--- src/rtl/vip_feeder_if.sv ---
// rtl/vip_feeder_if.sv - host load, engine and response signal bundle for vip_feeder
//
// Purpose: groups the host load port, the dot-product engine port and the
// response port of vip_feeder into a single interface.
// Ports (signals):
//   load_valid/load_a/load_b  host -> feeder operand pair offer
//   load_ready                feeder -> host, pair accepted this cycle
//   dp_in_valid/dp_vector_1/2 feeder -> engine operand stream
//   dp_out_valid/dp_out       engine -> feeder result
//   res_valid/res/res_timeout feeder -> host one-cycle response
// Modports: slave = the feeder, master = the host/engine side.

interface vip_feeder_if #(
  parameter int FLOAT_LEN = 32
);
  logic                 load_valid;
  logic [FLOAT_LEN-1:0] load_a;
  logic [FLOAT_LEN-1:0] load_b;
  logic                 load_ready;
  logic                 dp_in_valid;
  logic [FLOAT_LEN-1:0] dp_vector_1;
  logic [FLOAT_LEN-1:0] dp_vector_2;
  logic                 dp_out_valid;
  logic [FLOAT_LEN-1:0] dp_out;
  logic                 res_valid;
  logic [FLOAT_LEN-1:0] res;
  logic                 res_timeout;

  modport slave (
    input  load_valid, load_a, load_b, dp_out_valid, dp_out,
    output load_ready, dp_in_valid, dp_vector_1, dp_vector_2,
           res_valid, res, res_timeout
  );

  modport master (
    output load_valid, load_a, load_b, dp_out_valid, dp_out,
    input  load_ready, dp_in_valid, dp_vector_1, dp_vector_2,
           res_valid, res, res_timeout
  );
endinterface

--- src/rtl/vip_feeder.sv ---
// rtl/vip_feeder.sv - operand buffer and sequencer for the dot-product engine
//
// Purpose: collects VEC_LEN operand pairs from the host, streams them to the
// engine as one contiguous dp_in_valid burst, then waits up to TIMEOUT cycles
// for the engine result and returns it (or a timeout) as a one-cycle pulse.
// Ports:
//   clk    clock
//   rst_n  asynchronous active-low reset
//   bus    vip_feeder_if.slave (load, engine and response signals)

module vip_feeder #(
  parameter int FLOAT_LEN = 32,
  parameter int VEC_LEN   = 3,
  parameter int TIMEOUT   = 15
) (
  input  logic           clk,
  input  logic           rst_n,
  vip_feeder_if.slave    bus
);

  localparam int PTR_W = (VEC_LEN > 1) ? $clog2(VEC_LEN) : 1;
  localparam int TMO_W = $clog2(TIMEOUT + 1);
  localparam logic [PTR_W-1:0] LAST_IDX = PTR_W'(VEC_LEN - 1);
  localparam logic [TMO_W-1:0] TMO_LAST = TMO_W'(TIMEOUT - 1);

  typedef enum logic [1:0] {
    ST_LOAD = 2'd0,
    ST_SEND = 2'd1,
    ST_WAIT = 2'd2
  } state_e;

  state_e               state_q, state_d;
  logic [PTR_W-1:0]     wr_ptr_q, wr_ptr_d;
  logic [PTR_W-1:0]     rd_ptr_q, rd_ptr_d;
  logic [TMO_W-1:0]     tmo_q, tmo_d;
  logic                 dp_in_valid_q, dp_in_valid_d;
  logic [FLOAT_LEN-1:0] dp_v1_q, dp_v1_d;
  logic [FLOAT_LEN-1:0] dp_v2_q, dp_v2_d;
  logic                 res_valid_q, res_valid_d;
  logic [FLOAT_LEN-1:0] res_q, res_d;
  logic                 res_timeout_q, res_timeout_d;

  logic [FLOAT_LEN-1:0] mem_a [VEC_LEN];
  logic [FLOAT_LEN-1:0] mem_b [VEC_LEN];

  logic load_ready;
  logic load_fire;

  assign load_ready = (state_q == ST_LOAD);
  assign load_fire  = bus.load_valid && load_ready;

  // Operand storage carries no reset; pointers alone define what is valid.
  always_ff @(posedge clk) begin
    if (load_fire) begin
      mem_a[wr_ptr_q] <= bus.load_a;
      mem_b[wr_ptr_q] <= bus.load_b;
    end
  end

  always_comb begin
    state_d       = state_q;
    wr_ptr_d      = wr_ptr_q;
    rd_ptr_d      = rd_ptr_q;
    tmo_d         = tmo_q;
    dp_in_valid_d = 1'b0;
    dp_v1_d       = '0;
    dp_v2_d       = '0;
    res_valid_d   = 1'b0;
    res_d         = '0;
    res_timeout_d = 1'b0;

    case (state_q)
      ST_LOAD: begin
        if (load_fire) begin
          if (wr_ptr_q == LAST_IDX) begin
            wr_ptr_d = '0;
            rd_ptr_d = '0;
            state_d  = ST_SEND;
          end else begin
            wr_ptr_d = wr_ptr_q + 1'b1;
          end
        end
      end

      ST_SEND: begin
        // rd_ptr back at 0 with the burst already running means every
        // element has been presented; this edge closes the burst.
        if (dp_in_valid_q && (rd_ptr_q == '0)) begin
          state_d = ST_WAIT;
          tmo_d   = '0;
        end else begin
          dp_in_valid_d = 1'b1;
          dp_v1_d       = mem_a[rd_ptr_q];
          dp_v2_d       = mem_b[rd_ptr_q];
          rd_ptr_d      = (rd_ptr_q == LAST_IDX) ? '0 : rd_ptr_q + 1'b1;
        end
      end

      ST_WAIT: begin
        // tmo_q holds the number of WAIT cycles already elapsed, so the
        // current edge is WAIT cycle tmo_q+1. A result wins over the timeout.
        if (bus.dp_out_valid) begin
          res_valid_d = 1'b1;
          res_d       = bus.dp_out;
          state_d     = ST_LOAD;
        end else if (tmo_q == TMO_LAST) begin
          res_valid_d   = 1'b1;
          res_timeout_d = 1'b1;
          state_d       = ST_LOAD;
        end else begin
          tmo_d = tmo_q + 1'b1;
        end
      end

      default: begin
        state_d  = ST_LOAD;
        wr_ptr_d = '0;
        rd_ptr_d = '0;
        tmo_d    = '0;
      end
    endcase
  end

  always_ff @(posedge clk or negedge rst_n) begin
    if (!rst_n) begin
      state_q       <= ST_LOAD;
      wr_ptr_q      <= '0;
      rd_ptr_q      <= '0;
      tmo_q         <= '0;
      dp_in_valid_q <= 1'b0;
      dp_v1_q       <= '0;
      dp_v2_q       <= '0;
      res_valid_q   <= 1'b0;
      res_q         <= '0;
      res_timeout_q <= 1'b0;
    end else begin
      state_q       <= state_d;
      wr_ptr_q      <= wr_ptr_d;
      rd_ptr_q      <= rd_ptr_d;
      tmo_q         <= tmo_d;
      dp_in_valid_q <= dp_in_valid_d;
      dp_v1_q       <= dp_v1_d;
      dp_v2_q       <= dp_v2_d;
      res_valid_q   <= res_valid_d;
      res_q         <= res_d;
      res_timeout_q <= res_timeout_d;
    end
  end

  assign bus.load_ready  = load_ready;
  assign bus.dp_in_valid = dp_in_valid_q;
  assign bus.dp_vector_1 = dp_v1_q;
  assign bus.dp_vector_2 = dp_v2_q;
  assign bus.res_valid   = res_valid_q;
  assign bus.res         = res_q;
  assign bus.res_timeout = res_timeout_q;

endmodule

--- src/flat_wrapper.sv ---
// flat-port wrapper written by rule: the top's interface ports become plain ports
module vip_feeder_flat 
#(
  parameter int FLOAT_LEN = 32,
  parameter int VEC_LEN   = 3,
  parameter int TIMEOUT   = 15
)
  (clk, rst_n, bus_load_valid, bus_load_a, bus_load_b, bus_dp_out_valid, bus_dp_out, bus_load_ready, bus_dp_in_valid, bus_dp_vector_1, bus_dp_vector_2, bus_res_valid, bus_res, bus_res_timeout);
  vip_feeder_if #(.FLOAT_LEN(FLOAT_LEN)) bus_i ();
  input  logic clk;
  input  logic rst_n;
  input wire logic [$bits(bus_i.load_valid)-1:0] bus_load_valid;
  input wire logic [$bits(bus_i.load_a)-1:0] bus_load_a;
  input wire logic [$bits(bus_i.load_b)-1:0] bus_load_b;
  input wire logic [$bits(bus_i.dp_out_valid)-1:0] bus_dp_out_valid;
  input wire logic [$bits(bus_i.dp_out)-1:0] bus_dp_out;
  output wire logic [$bits(bus_i.load_ready)-1:0] bus_load_ready;
  output wire logic [$bits(bus_i.dp_in_valid)-1:0] bus_dp_in_valid;
  output wire logic [$bits(bus_i.dp_vector_1)-1:0] bus_dp_vector_1;
  output wire logic [$bits(bus_i.dp_vector_2)-1:0] bus_dp_vector_2;
  output wire logic [$bits(bus_i.res_valid)-1:0] bus_res_valid;
  output wire logic [$bits(bus_i.res)-1:0] bus_res;
  output wire logic [$bits(bus_i.res_timeout)-1:0] bus_res_timeout;
  assign bus_i.load_valid = bus_load_valid;
  assign bus_i.load_a = bus_load_a;
  assign bus_i.load_b = bus_load_b;
  assign bus_i.dp_out_valid = bus_dp_out_valid;
  assign bus_i.dp_out = bus_dp_out;
  assign bus_load_ready = bus_i.load_ready;
  assign bus_dp_in_valid = bus_i.dp_in_valid;
  assign bus_dp_vector_1 = bus_i.dp_vector_1;
  assign bus_dp_vector_2 = bus_i.dp_vector_2;
  assign bus_res_valid = bus_i.res_valid;
  assign bus_res = bus_i.res;
  assign bus_res_timeout = bus_i.res_timeout;
  vip_feeder #(.FLOAT_LEN(FLOAT_LEN), .VEC_LEN(VEC_LEN), .TIMEOUT(TIMEOUT)) u_core (.clk(clk), .rst_n(rst_n), .bus(bus_i));
endmodule
--- config.mk ---
export PLATFORM = sky130hd
export DESIGN_NAME = vip_feeder_flat
export DESIGN_NICKNAME = d
export VERILOG_FILES = /design/src/rtl/vip_feeder_if.sv /design/src/rtl/vip_feeder.sv /design/src/flat_wrapper.sv
export SDC_FILE = /design/constraint.sdc
export NUM_CORES = 1
export LEC_CHECK = 0
export CAP_MARGIN = 20
export CORE_MARGIN = 2
export CORE_UTILIZATION = 25
export CTS_CLUSTER_SIZE = 40
export DETAILED_ROUTE_END_ITERATION = 16
export GPL_ROUTABILITY_DRIVEN = 0
export HOLD_SLACK_MARGIN = 0.05
export SETUP_SLACK_MARGIN = 0.15
export SLEW_MARGIN = 20
export SYNTH_ARGS = -nofsm -noshare
export SYNTH_HDL_FRONTEND = slang
export SYNTH_SLANG_ARGS = --single-unit
--- constraint.sdc ---
create_clock -name clk -period 6.65 [get_ports clk]
set_clock_uncertainty 0.1 [all_clocks]
set_input_delay 1.33 -clock clk [delete_from_list [all_inputs] [get_ports clk]]
set_output_delay 1.33 -clock clk [all_outputs]
set_load 0.005 [all_outputs]
== Yosys cells after proc, flatten, opt, wreduce, memory -nomap -nowiden ==
Memories as Yosys holds them, arrays and structs flattened.
Cells that the tools add are included.

* Register bits: 109
* Bits in latches: 0
* Memory bits (writable): 192
* ROM bits: 0
* Bits of input ports: 100
* Output and inout bits: 100
* Word-level logic and storage cells: 72
* Memories kept: 2

{| class="wikitable"
|+ Memories
! name !! words !! width !! read ports !! clocked after Yosys merged registers in !! write ports !! RTL line !! text
|-
| u_core.mem_a || 3 || 32 || 1 || 0 || 1 || vip_feeder.sv:43 || <nowiki>logic [FLOAT_LEN-1:0] mem_a [VEC_LEN];</nowiki>
|-
| u_core.mem_b || 3 || 32 || 1 || 0 || 1 || vip_feeder.sv:44 || <nowiki>logic [FLOAT_LEN-1:0] mem_b [VEC_LEN];</nowiki>
|}

* Add/sub/neg operators: 3
* Multiply operators: 0
* Div/mod/pow operators: 0
* $lt $le $gt $ge: 0
* Equal/unequal tests: 12
* Shifts and indexed selects: 0
* Multiplexer cells: 33
* Bitwise operators: 3
* Reduce and logical (&&, ||, !) cells: 9

{| class="wikitable"
|+ Operator list
! kind !! number
|-
| $mux W32 || 6
|-
| $mux W2 || 11
|-
| $mux W4 || 3
|-
| $pmux W2 S3 || 2
|-
| $pmux W4 S3 || 1
|-
| $reduce_and A4 Y1 || 3
|-
| $ne A2 B2 Y1 const B || 5
|-
| $mux W1 || 9
|-
| $eq A2 B2 Y1 const B || 3
|-
| $add A2 B1 Y2 const B || 2
|-
| $add A4 B1 Y4 const B || 1
|-
| $eq A4 B4 Y1 const B || 1
|-
| $logic_not A2 Y1 || 2
|-
| $pmux W2 S2 || 1
|-
| $ne A3 B2 Y1 const B || 1
|-
| $not A1 Y1 || 3
|-
| $eq A2 B1 Y1 const B || 1
|-
| $logic_and A1 B1 Y1 || 2
|-
| $ne A2 B1 Y1 const B || 1
|-
| $reduce_and A2 Y1 || 1
|-
| $reduce_or A2 Y1 || 1
|}

== Depth between registers and ports, before layout ==
Gate-level depths: netlist (run 1).

* Depth after elaboration: 4
* Gate-level depth with buffers: 7
* Depth with buffers taken out: 6

== Least setup slack after synthesis (run 1) ==
Ideal clock, no wire load.

* Path kind: input -> register
* Start point: input port bus_load_valid
* End point: memory u_core.mem_a[2][0], enable pin
* Library setup time: 0.578 ns
* Arrival time: 6.117 ns
* Required time: 5.972 ns
* Path slack: -0.145 ns
* Cell stages on the path: 2
* Cell sequence: nand2_1 > nor3b_1

* Longest elaborated chain between the ends: 3

{| class="wikitable"
|+ RTL lines
! item !! RTL line !! text
|-
| from (decl) || flat_wrapper.sv:12 || <nowiki>input wire logic [$bits(bus_i.load_valid)-1:0] bus_load_valid;</nowiki>
|-
| $logic_and A1 B1 Y1 || vip_feeder.sv:50 || <nowiki>assign load_fire = bus.load_valid && load_ready;</nowiki>
|-
| $mux W1 || vip_feeder.sv:54 || <nowiki>if (load_fire) begin</nowiki>
|-
| $mux W1 (not written as such) || vip_feeder.sv:55 || <nowiki>mem_a[wr_ptr_q] <= bus.load_a;</nowiki>
|-
| to (decl) || vip_feeder.sv:43 ||
|}

Every way passes these cells.

== Final worst setup path (run 1) ==
* Start point: register u_core.state_q[0]
* End point: output port bus_load_ready

* Longest elaborated chain between the ends: 1

{| class="wikitable"
|+ RTL lines
! item !! RTL line !! text
|-
| from (decl) || vip_feeder.sv:32 || <nowiki>state_e state_q, state_d;</nowiki>
|-
| from (signal assigned) || vip_feeder.sv:137 || <nowiki>state_q <= state_d;</nowiki>
|-
| $logic_not A2 Y1 || vip_feeder.sv:49 || <nowiki>assign load_ready = (state_q == ST_LOAD);</nowiki>
|-
| to (decl) || flat_wrapper.sv:17 || <nowiki>output wire logic [$bits(bus_i.load_ready)-1:0] bus_load_ready;</nowiki>
|}

Every way passes these cells.

==> results.yml, run 1 <==
routing:
  wl_mm: 23.2
  drc: 0
  num_vias: 6101
  drt_pass1_iterations: 7
  ant_nets: 0
  drtIter0Drc: 289
  viasPerCell: 4.18
  wl_per_cell_um: 15.9
synth:
  ys_async_sr_fraction: 0.362
  netlist_top_cells_count: "edfxtp_1 (192), nor2_1 (132), dfrtp_1 (109)"
  synth.largest_area_cell: "edfxtp_1"
  synth_top_area_share: 0.538
  synth_edf_count: 192
  syn_nets: 793
  synth_ff_type: "edfxtp_1"
  netlist_top_cells_area: "edfxtp_1 (54%), dfrtp_1 (25%), mux2i_1 (6.0%)"
  postSynthCellCount: 686
  ys.warnings.count: 0
  avgSynthCellArea_um2: 15.6
  synth_cell_types: 31
  synth_area_um2: 10700
  synth_most_common_cell: "edfxtp_1"
  ys_ff_latch: 301
  ys_seq_area_frac: 0.793
timing:
  slew_viol_final: 0
  setup_ws_ns: 3.27
  setup_tns_ns: 0
  tightest_slew_ns: 1.00
  finalHoldViolCount: 0
  timing.hold.ws_ns: 0.390
  period_minus_slack_ns: 3.38
  rsz0062_at_grt: "no"
  period_share: 0.509
  max_freq_ghz: 0.296
  setup_violations: 0
  max-slew-margin-rel: 0.333
clocking:
  cts-buffers-inserted: 35
  cts.path.max_buffers: 3
  cts_hold_buf: 0
  worstSkewPairLatency_ns: 0.52
  path_clk_slew_ns: 0.06
  clk_root_buffer_cell: "clkbuf_16"
  cts_tree: "built"
  clock-sinks: 301
  cts_setup_buffers: 0
  cts_max_level: 2
  cts_resized: 0
critical_path:
  crit_required_ns: 5.22
  cp-start-kind: "register"
  endpoint_kind: "output pin"
  path_class: "register to output pin"
  crit_path_max_fanout: 6
  arrival_ns: 1.95
hold_path:
  hold_path_class: "register to register"
cells_and_area:
  fin_area_um2: 14500
  multi_input_comb_area_um2: 2070
  seqCellArea_um2: 8500
  drive_gt1_frac: 0.0784
  finish.net_count: 999
  n_fill_cell: 4038
  area.growth.synth_to_final_pct: 35.2
floorplan:
  rows: 75
  start_util: 0.254
  core_um2: 42100
  die_h_um: 211
  die_w_um: 211
  io_pins: 200
  fp.dieArea_um2: 44500
placed_design:
  hpwlAfterDp_mm: 13.6
  placed_cell_area_um2: 13300
  portBuffers: 199
  place_ws_ns: 2.64
grt:
  grtUsageTotal: 0.107
  grt_pass1_vias: 6404
  antenna_found_initial: 1
  grt_overflow: 0
  grt_max_degree: 73
  grt_pass1_wl_mm: 36.1
run_status:
  status: "finished clean"
pwr:
  power_density_nw_per_um2: 398
  p_total_mw: 5.77
  leakage_nw: 5.50
  irDropWorstVdd_v: 0.000209
run:
  cap_violations: 0
==> metrics by stage <==
| step | cells | util |
|---|---|---|
| after floorplan | 686 | - |
| after global placement | 1393 | 0.316 |
| after detailed placement | 1393 | 0.316 |
| after CTS | 1456 | 0.343 |
| after global routing | 1457 | 0.344 |
| final | 1459 | 0.344 |
==> kinds of logic after synthesis <==
| group | Yosys count | synth area share |
|---|---|---|
| flops | 301 | 0.793 |
| simple gates | 191 | 0.0797 |
| compound gates | 81 | 0.0421 |
| mux | 64 | 0.0598 |
| buf+inv | 42 | 0.0176 |
| fa+ha+maj | 7 | 0.00817 |
==> cells in the final DEF (no fill, tap or decap), types with 2 or more instances in the layout <==
master           instances
clkinv_2                 5
clkbuf_16               38
inv_1                    5
nand2b_1                 3
dfrtp_4                  2
clkbuf_8                 6
a21oi_1                 68
clkbuf_1                 8
nor3b_4                  2
nand3_1                  4
nand3b_1                 2
dfrtp_1                107
clkinv_1                 2
inv_6                    2
nand2_1                  9
and3_1                  32
nor2_1                 131
diode_2                  2
ha_1                     6
mux2i_1                 64
nor2b_1                  2
o21ai_0                  5
buf_4                    6
clkdlybuf4s50_1        198
a22o_1                   2
edfxtp_1               192
==> final cells by class <==
| type | instances | share of cell area |
|---|---|---|
| Tap cell | 539 | 0.0466 |
| Inverter | 5 | 0.00130 |
| Multi-Input combinational cell | 343 | 0.143 |
| Sequential cell | 301 | 0.587 |
| Clock inverter | 11 | 0.00613 |
| Antenna cell | 2 | 0.000346 |
| Timing Repair Buffer | 206 | 0.143 |
| Clock buffer | 52 | 0.0734 |
==> worst max-delay path, cell delays in order, from the launching register on <==
cell and delay (ns):
dfrtp_1 0.39, inv_1 0.15, ha_1 0.32, clkdlybuf4s50_1 0.57
==> final timing paths <==
path / from / endpoint / slack (ns) / depth (start not counted)
hold reg to reg: u_core.mem_b[2][29] / u_core.bus.dp_vector_2[29] / 0.39 / 2
setup / recovery: u_core.state_q[0] / bus_load_ready / 3.27 / 3
hold / removal: u_core.mem_b[2][29] / u_core.bus.dp_vector_2[29] / 0.39 / 2
max in group asynchronous: rst_n / u_core.bus.dp_vector_1[29] / 4.60 / 2
min in group asynchronous: rst_n / u_core.bus.res_valid / 0.63 / 1
setup reg to reg: u_core.state_q[0] / u_core.mem_a[2][29] / 3.97 / 5
==> registers in the layout, indices dropped and copies added, names as in the netlist <==
register                flops
u_core.bus.res_timeout      1
u_core.bus.res_valid        1
u_core.wr_ptr_q             2
u_core.bus.res             32
u_core.bus.dp_in_valid      1
u_core.state_q              2
u_core.bus.dp_vector_1     32
u_core.mem_a               96
u_core.tmo_q                4
u_core.mem_b               96
u_core.bus.dp_vector_2     32
u_core.rd_ptr_q             2
==> report_power, final <==
part | total (mW) | switching (mW) | internal [mW] | leakage, nW
clock | 1.88 | 0.733 | 1.15 | 0.571
combinational | 1.32 | 0.680 | 0.638 | 1.70
sequential | 2.57 | 0.175 | 2.39 | 3.23
==> metal layers <==
metal | vias to the layer above | share of wire | GRT usage
met5 | - | 0 | 0
met4 | 0 | 0.024 | 0.0432
met3 | 37 | 0.073 | 0.0340
met2 | 194 | 0.47 | 0.177
met1 | 2983 | 0.43 | 0.129
li1 | 2887 | - | -
No activity file was read; power rests on OpenSTA's default activity.
==> run 2: changes to the inputs <==
clock period = 2.8 ns   (was 6.65 ns; I/O delays follow)
==> run 2 against run 1 <==
  * Sequential share of layout area decreased by 0.34 points
  * Count of clock-buffer cells in the layout decreased by 4
  * Combinational power rose to 2.6 times the previous value
  * Wire length shrank 0.89%
  * Global-route usage fell by 0.29 points
  * Setup slack got worse by 2.9 ns
  * Clock power is 130% higher
  * Utilization increased by 0.20 points
  * Critical path depth unchanged
  * Flip-flop and latch count is the same
  * Cell count about the same
  * Final area increased by 0.58%
  * Largest cell class unchanged
==> results.yml, run 2 (synthesis results as in run 1) <==
run_status:
  status: "finished clean"
grt:
  grt_max_degree: 131
  grtUsageTotal: 0.104
  grt_pass1_wl_mm: 35.1
  grt_pass1_vias: 6288
  grt_overflow: 0
  antenna_found_initial: 1
clocking:
  worstSkewPairLatency_ns: 0.52
  cts_tree: "built"
  cts_setup_buffers: 0
  cts-buffers-inserted: 34
  clock-sinks: 301
  cts_max_level: 2
  clk_root_buffer_cell: "clkbuf_16"
  path_clk_slew_ns: 0.06
  cts.path.max_buffers: 3
floorplan:
  core_um2: 42100
  io_pins: 200
  die_w_um: 211
  fp.dieArea_um2: 44500
  rows: 75
  die_h_um: 211
  start_util: 0.254
pwr:
  leakage_nw: 5.53
  p_int_mw: 9.92
  swShare: 0.277
  p_seq_frac: 0.434
  pwr-share-clk: 0.319
  p_total_mw: 13.7
  p_comb_frac: 0.247
  p_sw_mw: 3.81
  power_density_nw_per_um2: 943
  irDropWorstVdd_v: 0.000512
timing:
  period_minus_slack_ns: 2.45
  max-slew-margin-rel: 0.532
  finalHoldViolCount: 0
  setup_violations: 0
  period_share: 0.875
  rsz0062_at_grt: "no"
  slew_viol_final: 0
  max_freq_ghz: 0.408
  setup_ws_ns: 0.350
  tightest_slew_ns: 0.702
cells_and_area:
  area.growth.synth_to_final_pct: 35.9
  finish.net_count: 1002
  drive_gt1_frac: 0.0826
  final_cell_mix: "clkdlybuf4s50_1 (198), edfxtp_1 (192), nor2_1 (131)"
  final_common_cell: "clkdlybuf4s50_1"
  reg_top3: "u_core.mem_a (96), u_core.mem_b (96)"
  final_core_util: 0.346
routing:
  drt_pass1_iterations: 5
  num_vias: 6066
  ant_nets: 0
  drc: 0
  wl_per_cell_um: 15.8
  viasPerCell: 4.15
  wl_mm: 23.0
  drtIter0Drc: 273
critical_path:
  r2r-end: "u_core.mem_b[2][0]"
  path_class: "register to output pin"
  r2r_slack_ns: 0.87
  rr_worst_depth: 5
  crit_path_max_fanout: 6
  endpoint_kind: "output pin"
  crit_required_ns: 2.14
  arrival_ns: 1.79
  worstPathCellList: "inv_2 -> ha_4 -> clkdlybuf4s50_1"
  cp_slowest_stage_delay_ns: 0.53
  cp-start-kind: "register"
  regToRegStartpoint: "u_core.state_q[1]"
  crit_slowest_cell: "clkdlybuf4s50_1"
placed_design:
  portBuffers: 199
  hpwlAfterDp_mm: 13.4
  place_ws_ns: 0.464
run:
  cap_violations: 0
hold_path:
  hold_path_class: "register to register"
  min_path_cells: 2
  hp-start: "u_core.mem_b[2][27]"
  min_to: "u_core.bus.dp_vector_2[27]"
## run 2: cell count changes in the layout (fill, tap and decap cells not counted), sizes merged
cell	change
buf	+3
dlygate4sd3	+1
clkinv	+1
bufinv	+1
clkbuf	-4
diode	-1
## run 2: layer usage
| layer | vias to the layer above | routed length [µm] | track usage |
|---|---|---|---|
| li1 | 2878 | - | - |
| met1 | 2949 | 10400 | 0.130 |
| met2 | 202 | 10500 | 0.166 |
| met3 | 37 | 1590 | 0.0317 |
| met4 | 0 | 564 | 0.0459 |
| met5 | - | 0 | 0 |
## run 2: metrics by stage
| stage | TNS, ns | area, µm² | std cells | hold slack [ns] |
|---|---|---|---|---|
| 6_report | 0 | 14600 | 1460 | 0.387 |
| 5_1_grt | 0 | 14600 | 1459 | 0.422 |
| 4_1_cts | 0 | 14600 | 1459 | 0.390 |
| 3_5_place_dp | 0 | 13400 | 1397 | 0.375 |
| 3_3_place_gp | 0 | 13400 | 1397 | 0.375 |
| 2_1_floorplan | -9.25 | 10800 | 686 | 0.164 |
## run 2: what timing repair did
item                      4_1_cts  5_1_grt
gates resized for setup         0        0
hold buffers                    1        0
hold endpoints to repair       48        0
## run 2: layout make-up
class,count,area [µm²]
fill,4013,27600
sequential,301,8500
timing repair buffer,210,2170
multi-input combinational,343,2090
clock buffer,48,985
tap,539,674
clock inverter,13,130
inverter,5,18.8
antenna,1,2.50
## run 2: worst max path at each step
stage	start	end	slack (ns)	cells past startpoint
final	u_core.state_q[1]	bus_load_ready	0.35	3
after global routing	u_core.state_q[1]	bus_load_ready	0.27	3
after CTS	u_core.state_q[1]	bus_load_ready	0.30	3
after detailed placement	bus_load_valid	u_core.mem_b[2][5]	0.46	4
after global placement	bus_load_valid	u_core.mem_b[2][2]	0.50	4
after floorplan	u_core.state_q[1]	u_core.mem_a[2][0]	-0.14	4
## run 2: worst max-delay path, delay by kind of cell (launching register included)
family                   cells  cell delay, ns
buffers and inverters        2            0.65
flip-flops                   1            0.43
adder cells (fa/ha/maj)      1            0.19
## run 2: power groups by stage
stage          sequential (mW)  combinational, mW  clock, mW
2_1_floorplan             6.04               1.76          0
3_3_place_gp              6.04               3.45          0
3_5_place_dp              6.05               3.49          0
4_1_cts                   5.98               3.52       4.54
5_1_grt                   6.04               3.79       4.68
6_report                  5.96               3.39       4.38
==> run 3: changes to the inputs <==
CORE_MARGIN = 3   (was 2)
==> run 3 against run 2 <==
  * Cell count increased by 0.14%
  * Critical path depth stayed put
  * Count of clock-buffer cells in the layout did not move
  * Sequential share of layout area grew 0.16 points
  * Sequential power barely moved
  * Combinational power about the same
  * Setup slack gained 0.028 ns
  * Non-clock buffer count increased by 3
  * Final area is 0.27% lower
==> results.yml, run 3 (synthesis results as in run 1) <==
grt:
  grt_pass1_wl_mm: 37.0
  antenna_found_initial: 6
  grtUsageTotal: 0.107
  grt_overflow: 0
  grt_max_degree: 131
  grt_pass1_vias: 6333
critical_path:
  worstPathCellList: "inv_2 -> ha_4 -> clkdlybuf4s50_1"
  r2r-end: "u_core.mem_a[2][26]"
  crit_required_ns: 2.14
  path_class: "register to output pin"
  crit_start: "u_core.state_q[1]"
  cp-start-kind: "register"
  r2r_slack_ns: 0.98
  cp-endpoint: "bus_load_ready"
  rr_worst_depth: 5
  crit_path_max_fanout: 6
  crit_slowest_cell: "clkdlybuf4s50_1"
  regToRegStartpoint: "u_core.state_q[1]"
  cp_slowest_stage_delay_ns: 0.53
  arrival_ns: 1.76
  endpoint_kind: "output pin"
timing:
  tightest_slew_ns: 0.591
  setup_violations: 0
  period_minus_slack_ns: 2.42
  period_share: 0.865
  max_freq_ghz: 0.413
  slew_viol_final: 0
  rsz0062_at_grt: "no"
  setup_tns_ns: 0
  max-slew-margin-rel: 0.606
  setup_ws_ns: 0.378
  finalHoldViolCount: 0
cells_and_area:
  diodes: 0
  final_common_cell: "clkdlybuf4s50_1"
  finish.net_count: 1005
  final_core_util: 0.345
  drive_gt1_frac: 0.0834
  reg_top3: "u_core.mem_a (96), u_core.mem_b (96)"
  fin_area_um2: 14500
  area.growth.synth_to_final_pct: 35.6
  n_fill_cell: 4051
  final_cell_mix: "clkdlybuf4s50_1 (198), edfxtp_1 (192), nor2_1 (131)"
floorplan:
  core_um2: 42100
  die_h_um: 213
  fp.dieArea_um2: 45400
  io_pins: 200
  die_w_um: 213
  start_util: 0.254
  rows: 75
pwr:
  p_total_mw: 13.6
  leakage_nw: 5.51
  irDropWorstVdd_v: 0.000440
  power_density_nw_per_um2: 934
clocking:
  clock-sinks: 301
  path_clk_slew_ns: 0.06
  cts_tree: "built"
  cts_hold_buf: 1
  cts-buffers-inserted: 34
  worstSkewPairLatency_ns: 0.52
  cts_setup_buffers: 0
  cts_max_level: 2
  cts.path.max_buffers: 3
  clk_root_buffer_cell: "clkbuf_16"
  cts_resized: 0
routing:
  ant_nets: 0
  drc: 0
  num_vias: 6127
  drtIter0Drc: 347
  wl_mm: 24.4
  viasPerCell: 4.19
  wl_per_cell_um: 16.7
  drt_pass1_iterations: 4
run_status:
  status: "finished clean"
hold_path:
  min_path_cells: 2
  hold_path_class: "register to register"
placed_design:
  portBuffers: 199
  placed_cell_area_um2: 13500
  hpwlAfterDp_mm: 14.6
  place_ws_ns: 0.548
run:
  cap_violations: 0
==> run 3: cell count changes in the layout (fill, tap and decap cells not counted) <==
cell,before,now
buf_4,3,6
clkinv_4,0,3
bufinv_16,2,0
clkinv_2,5,3
clkbuf_1,7,8
clkbuf_8,6,5
clkinv_1,3,4
clkinv_8,1,0
clkinvlp_4,0,1
diode_2,1,0
==> run 3: how the worst min path moves through the flow <==
stage / from / to / slack [ns]
floorplan: rst_n / u_core.bus.dp_in_valid / 0.16
global placement: u_core.mem_b[2][3] / u_core.bus.dp_vector_2[3] / 0.36
detailed placement: u_core.mem_a[2][11] / u_core.bus.dp_vector_1[11] / 0.38
CTS: u_core.mem_a[2][11] / u_core.bus.dp_vector_1[11] / 0.38
global route: u_core.mem_a[2][28] / u_core.bus.dp_vector_1[28] / 0.42
finish: u_core.mem_a[2][0] / u_core.bus.dp_vector_1[0] / 0.39
==> run 3: layer usage <==
| metal | wire (µm) | share of wire | GRT usage | up-vias |
|---|---|---|---|---|
| met5 | 83 | 0.0034 | 0 | - |
| met1 | 10800 | 0.44 | 0.136 | 2969 |
| li1 | - | - | - | 2893 |
| met4 | 617 | 0.025 | 0.0401 | 12 |
| met2 | 11000 | 0.45 | 0.170 | 192 |
| met3 | 1900 | 0.078 | 0.0372 | 61 |
==> run 3: final cells by class <==
class | count | area (µm²) | share of cell area
multi-input cells | 343 | 2090 | 0.144
clock inverters | 13 | 81.3 | 0.00560
flip-flops and latches | 301 | 8500 | 0.585
repair buffers | 213 | 2190 | 0.151
inverters | 5 | 18.8 | 0.00129
clock buffers | 48 | 975 | 0.0671
well taps | 539 | 674 | 0.0464
==> run 3: critical path: cells and delay by family, from the launching register on <==
family,cells,cell delay [ns]
buffers and inverters,2,0.64
adder cells (fa/ha/maj),1,0.19
flip-flops,1,0.42
==> run 3: through the flow <==
step | instances | hold WS (ns)
6_report | 1462 | 0.391
5_1_grt | 1462 | 0.416
4_1_cts | 1462 | 0.383
3_5_place_dp | 1400 | 0.376
3_3_place_gp | 1400 | 0.364
2_1_floorplan | 686 | 0.164
==> run 3: power by group <==
group          internal [mW]  switching, mW  total, mW
Clock                   2.44           1.74       4.18
Combinational           1.61           1.80       3.40
Sequential              5.68          0.297       5.98
